$ cat src/rtl/lab_pkg.sv
// Constants and helpers shared by the L*a*b* composition stage.
package lab_pkg;

  localparam int FRAC_DEF = 11;

  localparam int K_L   = 116;
  localparam int L_OFF = 16;
  localparam int K_A   = 500;
  localparam int K_B   = 200;

  localparam int L_MAX  = 100;
  localparam int AB_MIN = -128;
  localparam int AB_MAX = 127;

  typedef enum int {
    CH_L = 0,
    CH_A = 1,
    CH_B = 2
  } chan_e;

  // Constant multiply as a sum of shifted copies, so it maps onto adders.
  function automatic logic signed [31:0] mul_const(input logic signed [31:0] x,
                                                   input logic [15:0] k);
    logic signed [31:0] acc;
    acc = '0;
    for (int i = 0; i < 16; i++) begin
      if (k[i]) acc = acc + (x <<< i);
    end
    return acc;
  endfunction

endpackage

$ cat src/rtl/lab_round_clamp.sv
// Round-half-up a signed fixed-point product to an integer, then clamp it to
// [LO, HI] and report whether the clamp engaged. Purely combinational.
module lab_round_clamp #(
  parameter int P_W  = 23,
  parameter int FRAC = 11,
  parameter int LO   = 0,
  parameter int HI   = 100
) (
  input  logic signed [P_W-1:0] p,
  output logic        [7:0]     q,
  output logic                  sat
);

  localparam logic signed [P_W:0] HALF = (P_W + 1)'(1) <<< (FRAC - 1);
  localparam logic signed [P_W:0] LO_W = (P_W + 1)'(LO);
  localparam logic signed [P_W:0] HI_W = (P_W + 1)'(HI);

  logic signed [P_W:0] biased;
  logic signed [P_W:0] r;

  always_comb begin
    biased = $signed({p[P_W-1], p}) + HALF;
    r      = biased >>> FRAC;
    if (r < LO_W) begin
      q   = LO_W[7:0];
      sat = 1'b1;
    end else if (r > HI_W) begin
      q   = HI_W[7:0];
      sat = 1'b1;
    end else begin
      q   = r[7:0];
      sat = 1'b0;
    end
  end

endmodule

$ cat src/rtl/lab_compose.sv
// Combines the fx/fy/fz transform streams into rounded, clamped 8-bit L*a*b*
// with a 3-cycle pipeline, matched sideband delay and per-frame clamp count.
module lab_compose
  import lab_pkg::*;
#(
  parameter int DSIZE = 12,
  parameter int FRAC  = FRAC_DEF,
  parameter int SB_W  = 3,
  parameter int CNT_W = 20
) (
  input  logic             clock,
  input  logic             rst,
  input  logic             cal_valid,
  input  logic             in_valid,
  input  logic [DSIZE-1:0] fx,
  input  logic [DSIZE-1:0] fy,
  input  logic [DSIZE-1:0] fz,
  input  logic [SB_W-1:0]  in_sb,
  input  logic             frame_end,
  output logic             out_valid,
  output logic [7:0]       l_out,
  output logic [7:0]       a_out,
  output logic [7:0]       b_out,
  output logic [SB_W-1:0]  out_sb,
  output logic             sat_flag,
  output logic [CNT_W-1:0] sat_count
);

  localparam int P_W = DSIZE + 11;

  logic acc;
  assign acc = in_valid & cal_valid;

  // S1: differences
  logic                    v1_reg;
  logic                    fe1_reg;
  logic [DSIZE-1:0]        fy1_reg;
  logic signed [DSIZE:0]   dxy1_reg;
  logic signed [DSIZE:0]   dyz1_reg;

  // S2: products
  logic                    v2_reg;
  logic                    fe2_reg;
  logic signed [P_W-1:0]   p2_reg [3];
  logic signed [P_W-1:0]   p_next [3];
  logic signed [31:0]      fy_w;
  logic signed [31:0]      dxy_w;
  logic signed [31:0]      dyz_w;

  // S3 / output
  logic                    fe3_reg;
  logic [7:0]              q3 [3];
  logic [2:0]              sat3;
  logic [SB_W-1:0]         sb_pipe_reg [2];
  logic [CNT_W-1:0]        run_cnt_reg;

  always_ff @(posedge clock or posedge rst) begin
    if (rst) begin
      v1_reg   <= 1'b0;
      fe1_reg  <= 1'b0;
      fy1_reg  <= '0;
      dxy1_reg <= '0;
      dyz1_reg <= '0;
    end else begin
      v1_reg   <= acc;
      fe1_reg  <= acc & frame_end;
      fy1_reg  <= fy;
      dxy1_reg <= $signed({1'b0, fx}) - $signed({1'b0, fy});
      dyz1_reg <= $signed({1'b0, fy}) - $signed({1'b0, fz});
    end
  end

  always_comb begin
    fy_w         = 32'(signed'({1'b0, fy1_reg}));
    dxy_w        = 32'(dxy1_reg);
    dyz_w        = 32'(dyz1_reg);
    p_next[CH_L] = P_W'(mul_const(fy_w, 16'(K_L)) - (L_OFF <<< FRAC));
    p_next[CH_A] = P_W'(mul_const(dxy_w, 16'(K_A)));
    p_next[CH_B] = P_W'(mul_const(dyz_w, 16'(K_B)));
  end

  always_ff @(posedge clock or posedge rst) begin
    if (rst) begin
      v2_reg  <= 1'b0;
      fe2_reg <= 1'b0;
      for (int i = 0; i < 3; i++) p2_reg[i] <= '0;
    end else begin
      v2_reg  <= v1_reg;
      fe2_reg <= fe1_reg;
      for (int i = 0; i < 3; i++) p2_reg[i] <= p_next[i];
    end
  end

  genvar gi;
  generate
    for (gi = 0; gi < 3; gi++) begin : g_rc
      localparam int LO = (gi == int'(CH_L)) ? 0     : AB_MIN;
      localparam int HI = (gi == int'(CH_L)) ? L_MAX : AB_MAX;
      lab_round_clamp #(
        .P_W  (P_W),
        .FRAC (FRAC),
        .LO   (LO),
        .HI   (HI)
      ) u_rc (
        .p   (p2_reg[gi]),
        .q   (q3[gi]),
        .sat (sat3[gi])
      );
    end
  endgenerate

  always_ff @(posedge clock or posedge rst) begin
    if (rst) begin
      out_valid <= 1'b0;
      fe3_reg   <= 1'b0;
      l_out     <= '0;
      a_out     <= '0;
      b_out     <= '0;
      sat_flag  <= 1'b0;
    end else begin
      out_valid <= v2_reg;
      fe3_reg   <= fe2_reg;
      l_out     <= q3[CH_L];
      a_out     <= q3[CH_A];
      b_out     <= q3[CH_B];
      sat_flag  <= v2_reg & (|sat3);
    end
  end

  // Sideband runs every cycle, regardless of acceptance, to stay aligned.
  always_ff @(posedge clock or posedge rst) begin
    if (rst) begin
      sb_pipe_reg[0] <= '0;
      sb_pipe_reg[1] <= '0;
      out_sb         <= '0;
    end else begin
      sb_pipe_reg[0] <= in_sb;
      sb_pipe_reg[1] <= sb_pipe_reg[0];
      out_sb         <= sb_pipe_reg[1];
    end
  end

  always_ff @(posedge clock or posedge rst) begin
    if (rst) begin
      run_cnt_reg <= '0;
      sat_count   <= '0;
    end else if (out_valid && fe3_reg) begin
      sat_count   <= (run_cnt_reg == '1) ? '1 : run_cnt_reg + CNT_W'(sat_flag);
      run_cnt_reg <= '0;
    end else if (out_valid && sat_flag && run_cnt_reg != '1) begin
      run_cnt_reg <= run_cnt_reg + CNT_W'(1);
    end
  end

endmodule

$ cat config.mk
export PLATFORM = sky130hd
export DESIGN_NAME = lab_compose
export DESIGN_NICKNAME = d
export VERILOG_FILES = /design/src/rtl/lab_pkg.sv /design/src/rtl/lab_round_clamp.sv /design/src/rtl/lab_compose.sv
export SDC_FILE = /design/constraint.sdc
export NUM_CORES = 1
export LEC_CHECK = 0
export ABC_AREA = 1
export BUFFER_PORTS_ARGS = -buffer_cell sky130_fd_sc_hd__buf_2
export CAP_MARGIN = 10
export CORE_UTILIZATION = 55
export CTS_BUF_LIST = sky130_fd_sc_hd__clkbuf_8
export DETAILED_ROUTE_END_ITERATION = 8
export PLACE_DENSITY = 0.84
export SLEW_MARGIN = 20
export SYNTH_ARGS = -nofsm -noshare
export SYNTH_HDL_FRONTEND = slang
export SYNTH_SLANG_ARGS = --single-unit
$ cat constraint.sdc
create_clock -name clock -period 5.7 [get_ports clock]
set_clock_uncertainty 0.2 [all_clocks]
set_input_delay 0.57 -clock clock [delete_from_list [all_inputs] [get_ports clock]]
set_output_delay 0.57 -clock clock [all_outputs]
set_load 0.03 [all_outputs]
==> results of run 1 <==
-- power by group --
part / internal (mW) / total, mW / switching [mW]
Combinational: 1.76 / 4.64 / 2.88
Clock: 0.313 / 0.740 / 0.427
Sequential: 1.41 / 1.65 / 0.236
-- per-layer routing --
metal	GRT usage, %	share of wire (%)	vias to the layer above
met5	0	0	-
met4	8.829	2.0	0
met3	3.769	4.8	35
met2	41.33	50	228
met1	29.55	43	3965
li1	-	-	4159
-- per-stage QoR --
step,hold slack (ns),power (mW)
after detailed placement,0.1356,6.217
after global placement,0.1338,6.009
after CTS,0.03552,7.019
after global routing,0.04454,7.795
final,0.01538,7.027
after floorplan,0.1312,5.236
-- critical path, cell delays in order, from the launching register on --
cell     delay (ns)
dfrtp_1        0.47
inv_1          0.15
fa_1           0.52
inv_1          0.06
fa_1           0.52
inv_1          0.05
fa_1           0.53
inv_1          0.04
ha_1           0.36
nand4_1        0.11
o21ai_0        0.49
nand3_1        0.14
nand2_1        0.12
xor2_1         0.19
-- layout make-up --
type | count | area (um2)
clock buffers | 18 | 247.7
clock inverters | 14 | 103.9
fillers | 1603 | 7081
inverters | 246 | 929.6
multi-input cells | 838 | 6055
flip-flops and latches | 151 | 3779
well taps | 260 | 325.3
repair buffers | 96 | 498.0
-- cell usage after synthesis (3+ instances only) --
cell       count
fa_1          70
nand2_1      201
xnor2_1       24
a21oi_1       79
nand2_2        6
inv_1        244
a31oi_1        6
nor3_1        16
clkbuf_1       3
buf_6          3
a211oi_1       3
nand4_1       27
o21a_1         3
nand3_1       55
o21ai_0       45
o21ai_1        6
o2111ai_1      3
nor2_1        95
a21o_1        11
nand3b_1       6
dfrtp_1      151
o21bai_1       8
ha_1          82
o22a_1         3
nor2_2         6
o31ai_1        6
xor2_1        63
-- timing repair --
| action | in CTS | in global routing |
|---|---|---|
| buffers inserted | 0 | 0 |
| endpoints found under the hold margin | 3 | 0 |
| gates resized for setup | 0 | 0 |
| endpoints found under the setup margin | 0 | 0 |
| hold buffers | 3 | 0 |
-- worst min path at each step --
stage / from / end
4_1_cts: fy[3] / fy1_reg[3]$_DFF_PP0_
3_3_place_gp: sb_pipe_reg[4]$_DFF_PP0_ / sb_pipe_reg[1]$_DFF_PP0_
6_report: rst / l_out[2]$_DFF_PP0_
5_1_grt: fy[3] / fy1_reg[3]$_DFF_PP0_
3_5_place_dp: sb_pipe_reg[2]$_DFF_PP0_ / out_sb[2]$_DFF_PP0_
2_1_floorplan: fe1_reg$_DFF_PP0_ / fe2_reg$_DFF_PP0_
-- cells by family after synthesis --
| logic type | Yosys count | share of synthesized area (%) |
|---|---|---|
| simple gates | 422 | 17.16 |
| flops | 151 | 34.93 |
| compound gates | 176 | 9.288 |
| buf+inv | 255 | 9.102 |
| xor+xnor | 87 | 7.044 |
| other cells | 1 | 0.03466 |
| fa+ha+maj | 152 | 22.44 |
==> impl_metrics.json, run 1 <==
{
  "drt-total-wl_um": 21960,
  "fin_ws_ns": 1.661,
  "die_h_um": 142.2,
  "fin_setup_tns_ns": 0,
  "cap_viol_max_count": 0,
  "stdcell_count": 1623,
  "synth_top_area_cell": "dfrtp_1",
  "insertion_delay_ns": 0.48,
  "netlist-cell-type-count": 43,
  "timing.final.crit_period_ns": 4.039,
  "synth_edf_count": 0,
  "synthTopCellsByArea": "dfrtp_1 35%, fa_1 13%, ha_1 9.5%",
  "holdCritPathClass": "in2async",
  "num_antenna_cells": 0,
  "p_per_area_nw_per_um2": 588.6,
  "row_count": 50,
  "p_leak_nw": 6.222,
  "status": "finished, final reports clean",
  "fin_util_pct": 62.77,
  "yosysWarnings": 0,
  "ys_ff_latch": 151,
  "drive_gt1_share_pct": 10.79,
  "wl_per_cell_um": 13.53,
  "grt_use_total_pct": 23.67,
  "cts_root_buf": "clkbuf_8",
  "rsz0062_at_grt": "no",
  "worst_slew_pin_slew_ns": 1.025,
  "final_cell_mix": "245 x inv_1, 201 x nand2_1, 151 x dfrtp_1, 95 x nor2_1, 92 x buf_2",
  "r2r_cells": 13,
  "cts_buffers": 17,
  "critPathCaptureType": "flip-flop",
  "mostFrequentLayoutCell": "inv_1",
  "drc": 0,
  "hold_viol_final": 0,
  "syn_to_final_growth_pct": 10.35,
  "path_class": "reg2reg",
  "r2r_setup_slack_ns": 1.66,
  "coreArea_um2": 19020,
  "die_area_um2": 20230,
  "port_buffers": 92,
  "clock_path_buffers": 2,
  "cp-startpoint": "dxy1_reg[4]$_DFF_PP0_",
  "vias_per_cell": 5.168,
  "timing.slew.headroom_pct": 31.59,
  "preCtsSetupSlack_ns": 1.689,
  "die_x_um": 142.2,
  "yosysSeqAreaShare_pct": 34.93,
  "ant_nets": 0,
  "clk_pin_slew_ns": 0.08,
  "place_inst": 1588,
  "start_util_pct": 56.88,
  "dr.pass1.iters": 5,
  "grt_pass1_wl_um": 37700,
  "maxSlewViolCount": 0,
  "largest_register_ffs": 33,
  "antenna_found_initial": 0,
  "syn_inst": 1244,
  "fin_area_um2": 11940,
  "max_freq_mhz": 247.6,
  "post_dp_cell_area_um2": 11560,
  "cts_tree": "done",
  "rr_startpoint": "dxy1_reg[4]$_DFF_PP0_",
  "syn_area_um2": 10820,
  "avgSynthCellArea_um2": 8.696,
  "crit_required_ns": 5.89,
  "htree_levels": 4,
  "rr_endpoint": "p2_reg[37]$_DFF_PP0_",
  "arrival_ns": 4.23,
  "path_max_fanout": 5,
  "crit_end": "p2_reg[37]$_DFF_PP0_",
  "fin_crit_sh_pct": 70.87,
  "yosysTopAreaCellShare_pct": 34.93,
  "ir_drop_mv": 0.4799,
  "grt_max_degree": 87,
  "clkSinkCount": 151,
  "grt_pass1_vias": 8396,
  "async_flop_share_pct": 100.0,
  "hpwl_um": 17570,
  "cp-start-kind": "flip-flop",
  "synthesis.nets": 1440,
  "initialDrtViolationCount": 525,
  "place_congestion": 0.9363,
  "vias": 8387,
  "synthFlopType": "dfrtp_1",
  "overflow": 0,
  "fin_nets": 1546,
  "pin_count": 93,
  "finalSetupViolations": 0
}
Power figures use the tool's default switching activity.
==> run 2: changes to the inputs <==
--- a/config.mk
+++ b/config.mk
@@ -11,7 +11,7 @@
 export CORE_UTILIZATION = 55
 export CTS_BUF_LIST = sky130_fd_sc_hd__clkbuf_8
 export DETAILED_ROUTE_END_ITERATION = 8
-export PLACE_DENSITY = 0.84
+export PLACE_DENSITY = 0.87
 export SLEW_MARGIN = 20
 export SYNTH_ARGS = -nofsm -noshare
 export SYNTH_HDL_FRONTEND = slang
==> constraint.sdc (replaced) <==
create_clock -name clock -period 3.4 [get_ports clock]
set_clock_uncertainty 0.2 [all_clocks]
set_input_delay 0.34 -clock clock [delete_from_list [all_inputs] [get_ports clock]]
set_output_delay 0.34 -clock clock [all_outputs]
set_load 0.03 [all_outputs]
==> impl_metrics.json, run 2 (synthesized netlist as in run 1, its figures left out) <==
{
  "final_cell_mix": "221 x inv_1, 196 x nand2_1, 145 x dfrtp_1, 92 x buf_2, 91 x nor2_1",
  "cap_viol_max_count": 0,
  "insertion_delay_ns": 0.48,
  "critPathCaptureType": "flip-flop",
  "wl_per_cell_um": 15.10,
  "largest_register_ffs": 33,
  "crit_buf_inv": 4,
  "slowest_delay_ns": 0.59,
  "grt_pass1_wl_um": 41540,
  "ant_nets": 0,
  "syn_to_final_growth_pct": 18.98,
  "cts_root_buf": "clkbuf_8",
  "cpMaxStageDelayCell": "fa_1",
  "clk_pin_slew_ns": 0.09,
  "timing.slew.headroom_pct": 28.60,
  "place_congestion": 0.9455,
  "status": "finished with violations",
  "port_buffers": 92,
  "fillers": 1457,
  "grt_use_total_pct": 26.06,
  "htree_levels": 4,
  "die_h_um": 142.2,
  "maxSlewViolCount": 0,
  "antenna_found_initial": 1,
  "path_max_fanout": 5,
  "cts_buffers": 17,
  "drt-total-wl_um": 25490,
  "holdCritPathClass": "in2reg",
  "mostFrequentLayoutCell": "inv_1",
  "arrival_ns": 3.92,
  "hold_viol_final": 0,
  "row_count": 50,
  "rsz0062_at_grt": "yes",
  "drive_gt1_share_pct": 18.42,
  "dr.pass1.iters": 5,
  "finalSetupViolations": 11,
  "crit_chain": "inv_4, fa_1, inv_2, fa_1, inv_2, fa_1, inv_2, ha_4, nand4_1, o21ai_2, nand3_1, nand2_1, xor2_1",
  "overflow": 0,
  "grt_pass1_vias": 9082,
  "pin_count": 93,
  "hpwl_um": 18310,
  "num_antenna_cells": 0,
  "cts_tree": "done",
  "die_area_um2": 20230,
  "grt_max_degree": 94,
  "fin_ws_ns": -0.3623,
  "clock_path_buffers": 2,
  "fin_nets": 1611,
  "die_x_um": 142.2,
  "violations": "negative setup slack",
  "coreArea_um2": 19020,
  "crit_required_ns": 3.56,
  "fin_crit_sh_pct": 110.7,
  "drc": 0,
  "clkSinkCount": 151,
  "worst_slew_pin_slew_ns": 1.070,
  "max_freq_mhz": 265.8,
  "vias": 9053,
  "fin_setup_tns_ns": -2.425,
  "cp-start-kind": "flip-flop",
  "path_class": "reg2reg",
  "vias_per_cell": 5.363,
  "start_util_pct": 56.88,
  "cpLargestDelayFamily": "adder cells",
  "timing.final.crit_period_ns": 3.762,
  "initialDrtViolationCount": 506
}
[run 2: worst register-to-register path: cells and delay by family, from the launching register on]
family,cells,cell delay [ns]
fa+ha+maj,4,1.95
simple gates,3,0.33
compound gates,1,0.28
xor+xnor,1,0.25
flops,1,0.40
buf+inv,4,0.25
[run 2: worst paths after layout]
path | slack [ns] | start | depth (start not counted) | to
worst min-delay path | 0.02 | fz[1] | 3 | dyz1_reg[1]$_DFF_PP0_
worst min register to register | 0.16 | sb_pipe_reg[2]$_DFF_PP0_ | 0 | out_sb[2]$_DFF_PP0_
worst max-delay path | -0.36 | dxy1_reg[4]$_DFF_PP0_ | 13 | p2_reg[37]$_DFF_PP0_
max in group asynchronous | 2.23 | rst | 4 | run_cnt_reg[8]$_DFFE_PP0P_
min in group asynchronous | 0.32 | rst | 4 | p2_reg[17]$_DFF_PP0_
worst max register to register | -0.36 | dxy1_reg[4]$_DFF_PP0_ | 13 | p2_reg[37]$_DFF_PP0_
[run 2: what timing repair did]
item                                    4_1_cts  5_1_grt
endpoints found under the setup margin       11       12
pin swaps                                    26       21
buffers inserted                             13        5
gates resized for setup                      25       29
hold buffers                                 23        0
endpoints found under the hold margin       173        0
[run 2: area by class of cell]
| type | count | area [um2] | area share [%] |
|---|---|---|---|
| well taps | 260 | 325.3 | 2.527 |
| multi-input cells | 838 | 6346 | 49.30 |
| flip-flops and latches | 151 | 3786 | 29.42 |
| inverters | 246 | 935.9 | 7.271 |
| clock inverters | 15 | 155.1 | 1.205 |
| repair buffers | 161 | 1089 | 8.457 |
| clock buffers | 17 | 234.0 | 1.818 |
[run 2: layer usage]
metal  share of wire [%]  vias to the layer above  global-route usage, %
met1                  40                     4303                  31.09
met2                  51                      379                  46.28
met4                 3.7                        0                  11.66
met5                   0                        -                      0
li1                    -                     4290                      -
met3                 5.4                       81                  4.139
[run 2: metrics by stage]
step	std cells	utilization [%]	instance area (um2)	hold slack [ns]	worst slack, ns
global placement	1618	62.75	11930	0.1338	-0.01938
detailed placement	1618	62.75	11930	0.1347	-0.1767
floorplan	1244	-	10940	0.1312	0.0009686
finish	1688	67.68	12870	0.02454	-0.3623
global route	1688	67.68	12870	0.02870	-0.4962
CTS	1684	66.82	12710	0.008256	-0.1507
Power of run 2 is not shown: default switching activity piles up to over one toggle a cycle in this logic, so the estimate is an artifact.
==> run 3: changes to the inputs <==
--- a/config.mk
+++ b/config.mk
@@ -8,10 +8,11 @@
 export ABC_AREA = 1
 export BUFFER_PORTS_ARGS = -buffer_cell sky130_fd_sc_hd__buf_2
 export CAP_MARGIN = 10
-export CORE_UTILIZATION = 55
+export CORE_ASPECT_RATIO = 0.9
+export CORE_UTILIZATION = 25
 export CTS_BUF_LIST = sky130_fd_sc_hd__clkbuf_8
 export DETAILED_ROUTE_END_ITERATION = 8
-export PLACE_DENSITY = 0.87
+export PLACE_DENSITY = 0.51
 export SLEW_MARGIN = 20
 export SYNTH_ARGS = -nofsm -noshare
 export SYNTH_HDL_FRONTEND = slang
==> impl_metrics.json, run 3 (synthesized netlist as in run 1, its figures left out) <==
{
  "vias": 8305,
  "die_x_um": 221.3,
  "cts_buffers": 17,
  "syn_to_final_growth_pct": 21.52,
  "fin_ws_ns": -0.1011,
  "slowest_delay_ns": 0.54,
  "stdcell_count": 1976,
  "min_from": "fx[2]",
  "crit_required_ns": 3.61,
  "cp-startpoint": "dxy1_reg[4]$_DFF_PP0_",
  "cap_viol_max_count": 0,
  "path_class": "reg2reg",
  "clock_path_buffers": 2,
  "hold_viol_final": 0,
  "fin_crit_sh_pct": 103.0,
  "fillers": 4382,
  "maxSlewViolCount": 0,
  "fin_nets": 1612,
  "critPathCaptureType": "flip-flop",
  "cts_tree": "done",
  "place_inst": 1914,
  "timing.final.crit_period_ns": 3.501,
  "violations": "negative setup slack",
  "crit_chain": "inv_4, fa_1, inv_2, fa_1, inv_2, fa_1, inv_2, ha_4, nand4_1, o21ai_4, a21o_1, nand2_2, nand2_1, nand2_1, nand2_1",
  "clk_pin_slew_ns": 0.11,
  "overflow": 0,
  "ant_nets": 0,
  "die_area_um2": 44110,
  "largest_register_ffs": 33,
  "cpMaxStageDelayCell": "fa_1",
  "wl_per_cell_um": 12.34,
  "vias_per_cell": 4.203,
  "die_h_um": 199.3,
  "grt_use_total_pct": 11.73,
  "hpwl_um": 19940,
  "finalSetupViolations": 8,
  "arrival_ns": 3.71,
  "insertion_delay_ns": 0.48,
  "row_count": 71,
  "dr.pass1.iters": 6,
  "max_freq_mhz": 285.6,
  "htree_levels": 4,
  "timing.slew.headroom_pct": 54.97,
  "drt-total-wl_um": 24380,
  "num_antenna_cells": 0,
  "path_max_fanout": 5,
  "drc": 0,
  "mostFrequentLayoutCell": "inv_1",
  "coreArea_um2": 42200,
  "status": "finished with violations",
  "place_congestion": 0.8879,
  "cp-start-kind": "flip-flop",
  "holdCritPathClass": "in2reg",
  "hold_ws_ns": 0.05129,
  "pin_count": 93,
  "initialDrtViolationCount": 462,
  "ir_drop_mv": 0.9213,
  "port_buffers": 92,
  "rr_startpoint": "dxy1_reg[4]$_DFF_PP0_",
  "cts_root_buf": "clkbuf_8",
  "final_cell_mix": "227 x inv_1, 197 x nand2_1, 145 x dfrtp_1, 93 x nor2_1, 92 x buf_2",
  "fin_setup_tns_ns": -0.4105,
  "start_util_pct": 25.64,
  "p_per_area_nw_per_um2": 1119,
  "p_leak_nw": 6.561,
  "rsz0062_at_grt": "yes",
  "drive_gt1_share_pct": 16.93,
  "clkSinkCount": 151,
  "worst_slew_pin_slew_ns": 0.6747,
  "grt_pass1_wl_um": 41860,
  "preCtsSetupSlack_ns": -0.1341,
  "grt_max_degree": 52,
  "grt_pass1_vias": 8496,
  "antenna_found_initial": 0
}
## run 3: cell count changes in the layout (fill, tap and decap cells not counted), moves of 3 or more
cell      before  now
o21ai_2        4    1
clkinv_8       0    3
inv_1        221  227
inv_2         20   16
a21oi_1       70   74
## run 3: what timing repair did
item / CTS / global route
buffers inserted: 0 / 5
pin swaps: 10 / 16
hold endpoints to repair: 48 / 0
resized for setup: 10 / 16
hold buffers: 25 / 0
endpoints found under the setup margin: 9 / 11
## run 3: where the power goes
part / switching (mW) / total (mW) / internal [mW]
clock: 0.813 / 1.44 / 0.624
sequential: 0.398 / 2.77 / 2.37
combinational: 5.72 / 10.5 / 4.78
total: 6.93 / 14.7 / 7.78
## run 3: per-stage QoR
step	utilization, %	power, mW	instance area, um2
floorplan	-	9.645	10940
global placement	29.26	12.50	12350
detailed placement	29.26	12.52	12350
CTS	30.93	14.29	13050
global route	31.15	16.44	13150
finish	31.15	14.71	13150
## run 3: critical path: cells and delay by family, from the launching register on
family | cells | cell delay, ns
fa+ha+maj | 4 | 1.87
simple gates | 5 | 0.37
buf+inv | 4 | 0.18
compound gates | 2 | 0.42
flops | 1 | 0.40
## run 3: worst paths after layout
kind,slack (ns),to,cells after the start
worst max-delay path,-0.10,p2_reg[41]$_DFF_PP0_,15
worst min-delay path,0.05,dxy1_reg[2]$_DFF_PP0_,3
worst max register to register,-0.10,p2_reg[41]$_DFF_PP0_,15
worst min register to register,0.15,sb_pipe_reg[2]$_DFF_PP0_,0
max in group asynchronous,2.03,run_cnt_reg[17]$_DFFE_PP0P_,4
min in group asynchronous,0.32,b_out[3]$_DFF_PP0_,3
## run 3: final cells by class
cell class | instances | area (um2) | share of cell area, %
Tap cell | 547 | 684.4 | 5.206
Multi-Input combinational cell | 838 | 6251 | 47.55
Clock inverter | 15 | 178.9 | 1.361
Timing Repair Buffer | 162 | 1081 | 8.223
Sequential cell | 151 | 3786 | 28.80
Clock buffer | 17 | 234.0 | 1.780
Inverter | 246 | 930.9 | 7.081
## run 3: per-layer routing
metal | global-route usage (%) | wire length, um
met3 | 2.088 | 1067
met2 | 18.58 | 10630
met4 | 3.263 | 245
met5 | 0 | 0
met1 | 16.37 | 12430
